## src/rtl/keypad_pkg.sv

```systemverilog
// Shared types and helpers for the keypad scanner and its event buffer.
// Latency: n/a (types and constant/combinational functions only).
// Backpressure: n/a.
package keypad_pkg;

  typedef enum logic [1:0] {
    SCAN      = 2'd0,
    DEB_PRESS = 2'd1,
    HELD      = 2'd2,
    DEB_REL   = 2'd3
  } kp_state_t;

  // Width of a key code row*cols+col; never narrower than one bit.
  function automatic int code_width(input int rows, input int cols);
    return (rows * cols > 1) ? $clog2(rows * cols) : 1;
  endfunction

  // Index of the lowest set bit; 0 when the vector is empty.
  function automatic int lowest_one(input logic [31:0] vec);
    int idx;
    idx = 0;
    for (int i = 31; i >= 0; i--) begin
      if (vec[i]) idx = i;
    end
    return idx;
  endfunction

endpackage

```

## src/rtl/key_fifo.sv

```systemverilog
// Small FIFO for key events with a registered head entry.
// Latency: a push into an empty FIFO is visible at the head the next cycle.
// Backpressure: pushes are dropped when full unless a pop is accepted the same cycle.
//
// Ports:
//   int_osc, nrst         clock, async active-low reset
//   push, push_data       write request and data (dropped when full without a pop)
//   pop                   consume head; ignored when empty
//   head_valid, head_data registered head entry
//   full                  count == DEPTH
module key_fifo #(
  parameter int WIDTH = 4,
  parameter int DEPTH = 4
) (
  input  logic             int_osc,
  input  logic             nrst,
  input  logic             push,
  input  logic [WIDTH-1:0] push_data,
  input  logic             pop,
  output logic             head_valid,
  output logic [WIDTH-1:0] head_data,
  output logic             full
);

  localparam int PW = $clog2(DEPTH);
  localparam int CW = $clog2(DEPTH + 1);

  logic [WIDTH-1:0] mem [DEPTH];
  logic [PW-1:0]    rd_ptr, wr_ptr, rd_next;
  logic [CW-1:0]    count, count_next;
  logic [WIDTH-1:0] head_next;
  logic             do_push, do_pop;

  assign full       = (count == CW'(DEPTH));
  assign do_pop     = pop & (count != '0);
  // A pop in the same cycle frees the slot, so a full FIFO still accepts.
  assign do_push    = push & (~full | do_pop);
  assign rd_next    = rd_ptr + PW'(do_pop);
  assign count_next = count + CW'(do_push) - CW'(do_pop);

  // Head register follows the read pointer; when the pushed word lands in
  // the slot that becomes the head, forward it instead of the stale memory.
  always_comb begin
    head_next = head_data;
    if (count_next != '0) begin
      if (do_push && (wr_ptr == rd_next)) head_next = push_data;
      else                                head_next = mem[rd_next];
    end
  end

  always_ff @(posedge int_osc) begin
    if (do_push) mem[wr_ptr] <= push_data;
  end

  always_ff @(posedge int_osc or negedge nrst) begin
    if (!nrst) begin
      rd_ptr     <= '0;
      wr_ptr     <= '0;
      count      <= '0;
      head_valid <= 1'b0;
      head_data  <= '0;
    end else begin
      rd_ptr     <= rd_next;
      wr_ptr     <= wr_ptr + PW'(do_push);
      count      <= count_next;
      head_valid <= (count_next != '0);
      head_data  <= head_next;
    end
  end

endmodule

```

## src/rtl/keypad_scan_fifo.sv

```systemverilog
// Matrix keypad scanner with press/release debounce feeding a key-event FIFO.
// Latency: event pushed DEBOUNCE_CYCLES after detection; visible on key_valid one cycle later.
// Backpressure: key_valid/key_ready handshake; presses arriving at a full FIFO are dropped and flagged on sticky overflow.
//
// Ports:
//   int_osc, nrst        clock, async active-low reset
//   row_d                raw async row returns (1 = key on driven column)
//   column_signals       one-hot column strobe
//   key_valid, key_code  FIFO head; key_ready pops it
//   any_pressed          scanner is debouncing or holding a key
//   overflow             sticky dropped-press flag
module keypad_scan_fifo
  import keypad_pkg::*;
#(
  parameter  int NUM_ROWS        = 4,
  parameter  int NUM_COLS        = 4,
  parameter  int SCAN_CYCLES     = 4,
  parameter  int DEBOUNCE_CYCLES = 8,
  parameter  int FIFO_DEPTH      = 4,
  localparam int CODE_W          = code_width(NUM_ROWS, NUM_COLS)
) (
  input  logic                int_osc,
  input  logic                nrst,
  input  logic [NUM_ROWS-1:0] row_d,
  output logic [NUM_COLS-1:0] column_signals,
  output logic                key_valid,
  output logic [CODE_W-1:0]   key_code,
  input  logic                key_ready,
  output logic                any_pressed,
  output logic                overflow
);

  localparam int COL_W   = $clog2(NUM_COLS);
  localparam int DWELL_W = $clog2(SCAN_CYCLES);
  localparam int DEB_W   = $clog2(DEBOUNCE_CYCLES);

  logic [NUM_ROWS-1:0] row_m, row_s;
  kp_state_t           state, state_nx;
  logic [DWELL_W-1:0]  dwell, dwell_nx;
  logic [DEB_W-1:0]    deb_cnt, deb_nx;
  logic [COL_W-1:0]    col, col_nx, col_adv;
  logic [NUM_ROWS-1:0] cap_row, cap_nx;
  logic                push, fifo_full, drop;
  logic [CODE_W-1:0]   push_code;

  assign col_adv   = (col == COL_W'(NUM_COLS - 1)) ? '0 : col + 1'b1;
  assign push_code = CODE_W'(lowest_one(32'(cap_row)) * NUM_COLS + int'(col));
  // Dropped only if the head is not leaving this same cycle.
  assign drop      = push & fifo_full & ~(key_valid & key_ready);

  always_comb begin
    state_nx = state;
    dwell_nx = dwell;
    deb_nx   = deb_cnt;
    col_nx   = col;
    cap_nx   = cap_row;
    push     = 1'b0;
    case (state)
      SCAN: begin
        // Sample only at the end of the dwell so the synchroniser has
        // settled on the current column's returns.
        if (dwell == DWELL_W'(SCAN_CYCLES - 1)) begin
          dwell_nx = '0;
          if (row_s == '0) begin
            col_nx = col_adv;
          end else begin
            cap_nx   = row_s;
            deb_nx   = '0;
            state_nx = DEB_PRESS;
          end
        end else begin
          dwell_nx = dwell + 1'b1;
        end
      end
      DEB_PRESS: begin
        if (row_s != cap_row) begin
          state_nx = SCAN;
          col_nx   = col_adv;
          dwell_nx = '0;
        end else if (deb_cnt == DEB_W'(DEBOUNCE_CYCLES - 1)) begin
          push     = 1'b1;
          state_nx = HELD;
        end else begin
          deb_nx = deb_cnt + 1'b1;
        end
      end
      HELD: begin
        if (row_s == '0) begin
          deb_nx   = '0;
          state_nx = DEB_REL;
        end
      end
      DEB_REL: begin
        if (row_s != '0) begin
          state_nx = HELD;
        end else if (deb_cnt == DEB_W'(DEBOUNCE_CYCLES - 1)) begin
          state_nx = SCAN;
          col_nx   = col_adv;
          dwell_nx = '0;
        end else begin
          deb_nx = deb_cnt + 1'b1;
        end
      end
      default: state_nx = SCAN;
    endcase
  end

  always_ff @(posedge int_osc or negedge nrst) begin
    if (!nrst) begin
      row_m          <= '0;
      row_s          <= '0;
      state          <= SCAN;
      dwell          <= '0;
      deb_cnt        <= '0;
      col            <= '0;
      cap_row        <= '0;
      column_signals <= {{(NUM_COLS-1){1'b0}}, 1'b1};
      any_pressed    <= 1'b0;
      overflow       <= 1'b0;
    end else begin
      row_m          <= row_d;
      row_s          <= row_m;
      state          <= state_nx;
      dwell          <= dwell_nx;
      deb_cnt        <= deb_nx;
      col            <= col_nx;
      cap_row        <= cap_nx;
      column_signals <= {{(NUM_COLS-1){1'b0}}, 1'b1} << col_nx;
      any_pressed    <= (state_nx != SCAN);
      overflow       <= overflow | drop;
    end
  end

  key_fifo #(
    .WIDTH (CODE_W),
    .DEPTH (FIFO_DEPTH)
  ) u_key_fifo (
    .int_osc    (int_osc),
    .nrst       (nrst),
    .push       (push),
    .push_data  (push_code),
    .pop        (key_ready),
    .head_valid (key_valid),
    .head_data  (key_code),
    .full       (fifo_full)
  );

endmodule
```

## config.mk

```make
export PLATFORM = sky130hd
export DESIGN_NAME = keypad_scan_fifo
export DESIGN_NICKNAME = d
export VERILOG_FILES = /design/src/rtl/keypad_pkg.sv /design/src/rtl/key_fifo.sv /design/src/rtl/keypad_scan_fifo.sv
export SDC_FILE = /design/constraint.sdc
export NUM_CORES = 1
export LEC_CHECK = 0
export ABC_AREA = 1
export ABC_CLOCK_PERIOD_IN_PS = 3600
export CORE_MARGIN = 5
export CORE_UTILIZATION = 58
export CTS_CLUSTER_DIAMETER = 80
export DETAILED_ROUTE_END_ITERATION = 10
export GPL_TIMING_DRIVEN = 0
export PLACE_DENSITY_LB_ADDON = 0.25
export SETUP_SLACK_MARGIN = 0.2
export SLEW_MARGIN = 20
export SYNTH_ARGS = -nofsm -noshare
export SYNTH_HDL_FRONTEND = slang
export SYNTH_SLANG_ARGS = --single-unit
```

## constraint.sdc

```tcl
create_clock -name int_osc -period 3.6 [get_ports int_osc]
set_clock_uncertainty 0.15 [all_clocks]
set_input_delay 1.08 -clock int_osc [delete_from_list [all_inputs] [get_ports int_osc]]
set_output_delay 1.08 -clock int_osc [all_outputs]
set_load 0.01 [all_outputs]
```

==> parameters.txt <==
Parameter                              Value

Run status
  Result of the run ... finished clean

STA
  Fin. max-slew vios ... 0
  Setup TNS Final ... 0 ns
  Max Freq ... roughly 310 MHz
  Fin crit share ... 0.886
  Headroom to the max-slew limit ... 0.569
  Setup repair after global routing missed its margin ... false
  Number of setup violations in the final report ... 0
  Transition time at the pin with the least slew margin ... between 0.6 and 0.7 ns
  Minimum clock period ... ~3.2 ns
  Endpoints failing hold ... 0

Logic synthesis
  Leading register cell type out of synthesis ... sky130_fd_sc_hd__dfrtp_1
  Mean Syn Cell Area ... 10.1 sq um
  Largest family of logic cells by synthesized area ... simple AND/OR/NAND/NOR gates
  Post-Syn Nets ... roughly 270
  Multiplexer area fraction after synthesis ... 0
  Synth warn ... 0
  Synthesized-area fraction occupied by xor and xnor cells ... 0.00695
  Post-Syn Area ... approximately 2500 sq um
  Sequential element share of the synthesized area ... 0.578
  Post-Synth Adder-Cell Area ... 0.0477
  Simple-gate share of the synthesized area ... 0.264
  Share of async-settable or async-resettable flops after synthesis ... 0.709
  Cells after Synth ... 250
  Number of synthesized register bits ... between 50 and 60
  Post-synthesis compound-gate area fraction ... 0.0442
  Distinct cell type count of the synthesized netlist ... 32
  EDFF count, synth ... 16

Cells and area
  Util after Layout ... 0.667
  Diode count ... 0
  Synthesis-to-finish area growth ... 13.7%
  Share of final-layout standard cells stronger than drive strength 1 ... 0.188
  Net count reported at finish ... approximately 290
  Sequential cell area ... 1460 sq um
  Multi-input gate area ... approximately 900 sq um
  Layout fillers ... around 340

Detailed routing
  DRC violation count after routing ... 0
  Post-route antenna net violation count ... 0
  TritonRoute pass-1 iters ... 4
  Violation count after the first detailed-route iteration ... 59
  Detailed-route wire length per cell ... between 10 and 15 microns
  Via total after detailed routing ... between 1500 and 2000
  Per-cell via count in the routed design ... 5.00
  Detailed-route wire length ... 4110 microns

Critical path
  Kind of critical path ... in -> reg
  Data required time of the worst path ... approximately 3.7 ns
  Data arrival at the endpoint of the critical path ... 3.24 ns
  Critical path fanouts, max ... 6
  Type of origin of the critical path ... input port
  Category of the worst setup path capture point ... flop

Floorplanning
  I/O pin total ... 18
  Area of the core ... ~4300 sq um
  Total die area ... roughly 5800 sq um
  Die width ... between 70 and 80 microns
  Vertical die dimension ... 75.9 microns
  Site row count ... 24
  Starting Density ... 0.587

Flow run
  Number of maximum-capacitance violations ... 0

Place
  IO Port Bufs ... 17
  Gp weighted congestion ... between 0.8 and 0.9
  DP Wirelength ... roughly 3100 microns

CTS
  Inserted Clock Buffers ... 5
  TritonCTS clock tree ... done
  Clock Tree Buf Depth ... 2
  CTS Hold Bufs ... 0
  Clk pin slew, worst setup/hold paths ... 0.09 ns
  Total clock sinks ... 55
  Master cell of the clock root buffer ... sky130_fd_sc_hd__clkbuf_8
  Clock latency at the later pin of the worst-skew pair ... ~0.31 ns
  H-Tree Level Count ... 2

GRT
  Met3 usage in global routing ... 0.0403
  Pin count of the biggest net entering global routing ... 34
  Met2 layer usage reported by global route ... 0.271
  Vias in the first global route ... about 1700
  Global routing usage summed across all routing layers ... 0.157
  Overall overflow remaining after global route ... 0
  Antenna violations before repair ... 0
  Layer carrying the most global-route usage ... met2
  First-pass GRT wire length ... roughly 7400 microns
  M1 GR Usage ... 0.189

Min path
  Path class of the lowest-slack min-delay path ... reg -> reg

Pwr
  Pwr per Cell Area ... a little under 800 nW/um^2
  Leakage power total ... 1.37 nW
  Worst IR Drop VDD ... 0.372 mV
cells in the final DEF, fill, tap and decap left out, drive strengths merged:
| master | instances |
|---|---|
| nand4 | 5 |
| a22o | 1 |
| o21ai | 13 |
| ha | 8 |
| or2 | 1 |
| nand3 | 18 |
| nor2 | 15 |
| inv | 39 |
| edfxtp | 16 |
| fa | 1 |
| dfrtp | 38 |
| clkdlybuf4s50 | 16 |
| a31oi | 1 |
| a31o | 1 |
| clkinv | 1 |
| xor2 | 2 |
| buf | 3 |
| dfstp | 1 |
| nand3b | 1 |
| nor3 | 6 |
| nand2 | 80 |
| a21oi | 3 |
| clkbuf | 6 |
power by group:
part	internal [mW]	leakage (nW)	total, mW	switching (mW)
registers	0.826	0.624	0.929	0.103
clock network	0.137	0.0455	0.331	0.194
logic	0.375	0.704	0.967	0.592
total	1.34	1.37	2.23	0.890
synth_stat cells, drive strengths merged (2+ instances only):
cell / count / area share
dfrtp: 38 / 0.38
nor3: 6 / 0.012
nand2: 80 / 0.13
ha: 8 / 0.040
a21oi: 3 / 0.0074
edfxtp: 16 / 0.19
inv: 38 / 0.057
nand3: 18 / 0.055
xor2: 2 / 0.0070
nand4: 5 / 0.018
o21ai: 13 / 0.027
nor2: 15 / 0.041
flip-flops by register name, summed over array words and instances, names as in the netlist:
register and cells:
u_key_fifo.mem 16, cap_row 4, column_signals 4, row_m 4, row_s 4, u_key_fifo.head_data 4, deb_cnt 3, u_key_fifo.count 3
col 2, dwell 2, state 2, u_key_fifo.rd_ptr 2, u_key_fifo.wr_ptr 2, any_pressed 1, overflow 1, u_key_fifo.head_valid 1
worst max-delay path, stage by stage:
cell and delay (ns):
sky130_fd_sc_hd__clkdlybuf4s50_1 0.48, sky130_fd_sc_hd__inv_1 0.07, sky130_fd_sc_hd__a31oi_2 0.18, sky130_fd_sc_hd__ha_1 0.15
sky130_fd_sc_hd__inv_1 0.04, sky130_fd_sc_hd__ha_1 0.18, sky130_fd_sc_hd__fa_1 0.40, sky130_fd_sc_hd__or2_2 0.34
sky130_fd_sc_hd__nand3_4 0.11, sky130_fd_sc_hd__inv_1 0.09, sky130_fd_sc_hd__nand2_1 0.07, sky130_fd_sc_hd__nand2_1 0.05
layout make-up:
type                       count  share of cell area
clock buffer                   6              0.0253
clock inverter                 2             0.00393
timing repair buffer          18              0.0646
sequential                    55               0.509
buffer                         1             0.00175
inverter                      38              0.0498
multi-input combinational    156               0.323
tap                           52              0.0227
per-stage QoR:
| stage | cells | cell area [sq um] | setup slack, ns | total power, mW | hold slack, ns |
|---|---|---|---|---|---|
| 2_1_floorplan | 250 | 2520 | 0.677 | 1.62 | 0.181 |
| 3_3_place_gp | 319 | 2760 | 0.0668 | 1.87 | 0.182 |
| 3_5_place_dp | 320 | 2770 | 0.0307 | 1.91 | 0.186 |
| 4_1_cts | 328 | 2850 | 0.364 | 2.25 | 0.209 |
| 5_1_grt | 328 | 2870 | 0.240 | 2.43 | 0.211 |
| 6_report | 328 | 2870 | 0.410 | 2.23 | 0.204 |
kinds of logic after synthesis:
group,Yosys count
AO/OA/AOI/OAI,19
buffers and inverters,39
AND/OR/NAND/NOR,126
adder cells (fa/ha/maj),9
flip-flops,55
XOR/XNOR,2
timing repair:
action	4_1_cts	5_1_grt
gates resized for setup	0	3
endpoints found under the setup margin	0	1
setup buffers	0	0
hold endpoints to repair	0	0
metal layers:
layer  up-vias  wire, microns  part of all wire
li1        846              -                 -
met1       765           1730              0.42
met2        22           2170              0.53
met3         7            166             0.040
met4         0             45             0.011
met5         -              0                 0
worst paths after layout:
kind | start | end | slack (ns) | cells after the start
setup / recovery | key_ready | u_key_fifo.head_data[3] | 0.41 | 12
hold / removal | row_m[1] | row_s[1] | 0.20 | 0
setup reg to reg | deb_cnt[0] | u_key_fifo.head_data[3] | 0.88 | 13
hold reg to reg | row_m[1] | row_s[1] | 0.20 | 0
max in group asynchronous | nrst | column_signals[0] | 2.38 | 2
min in group asynchronous | nrst | overflow | 0.45 | 1
Power figures use the tool's default switching activity.
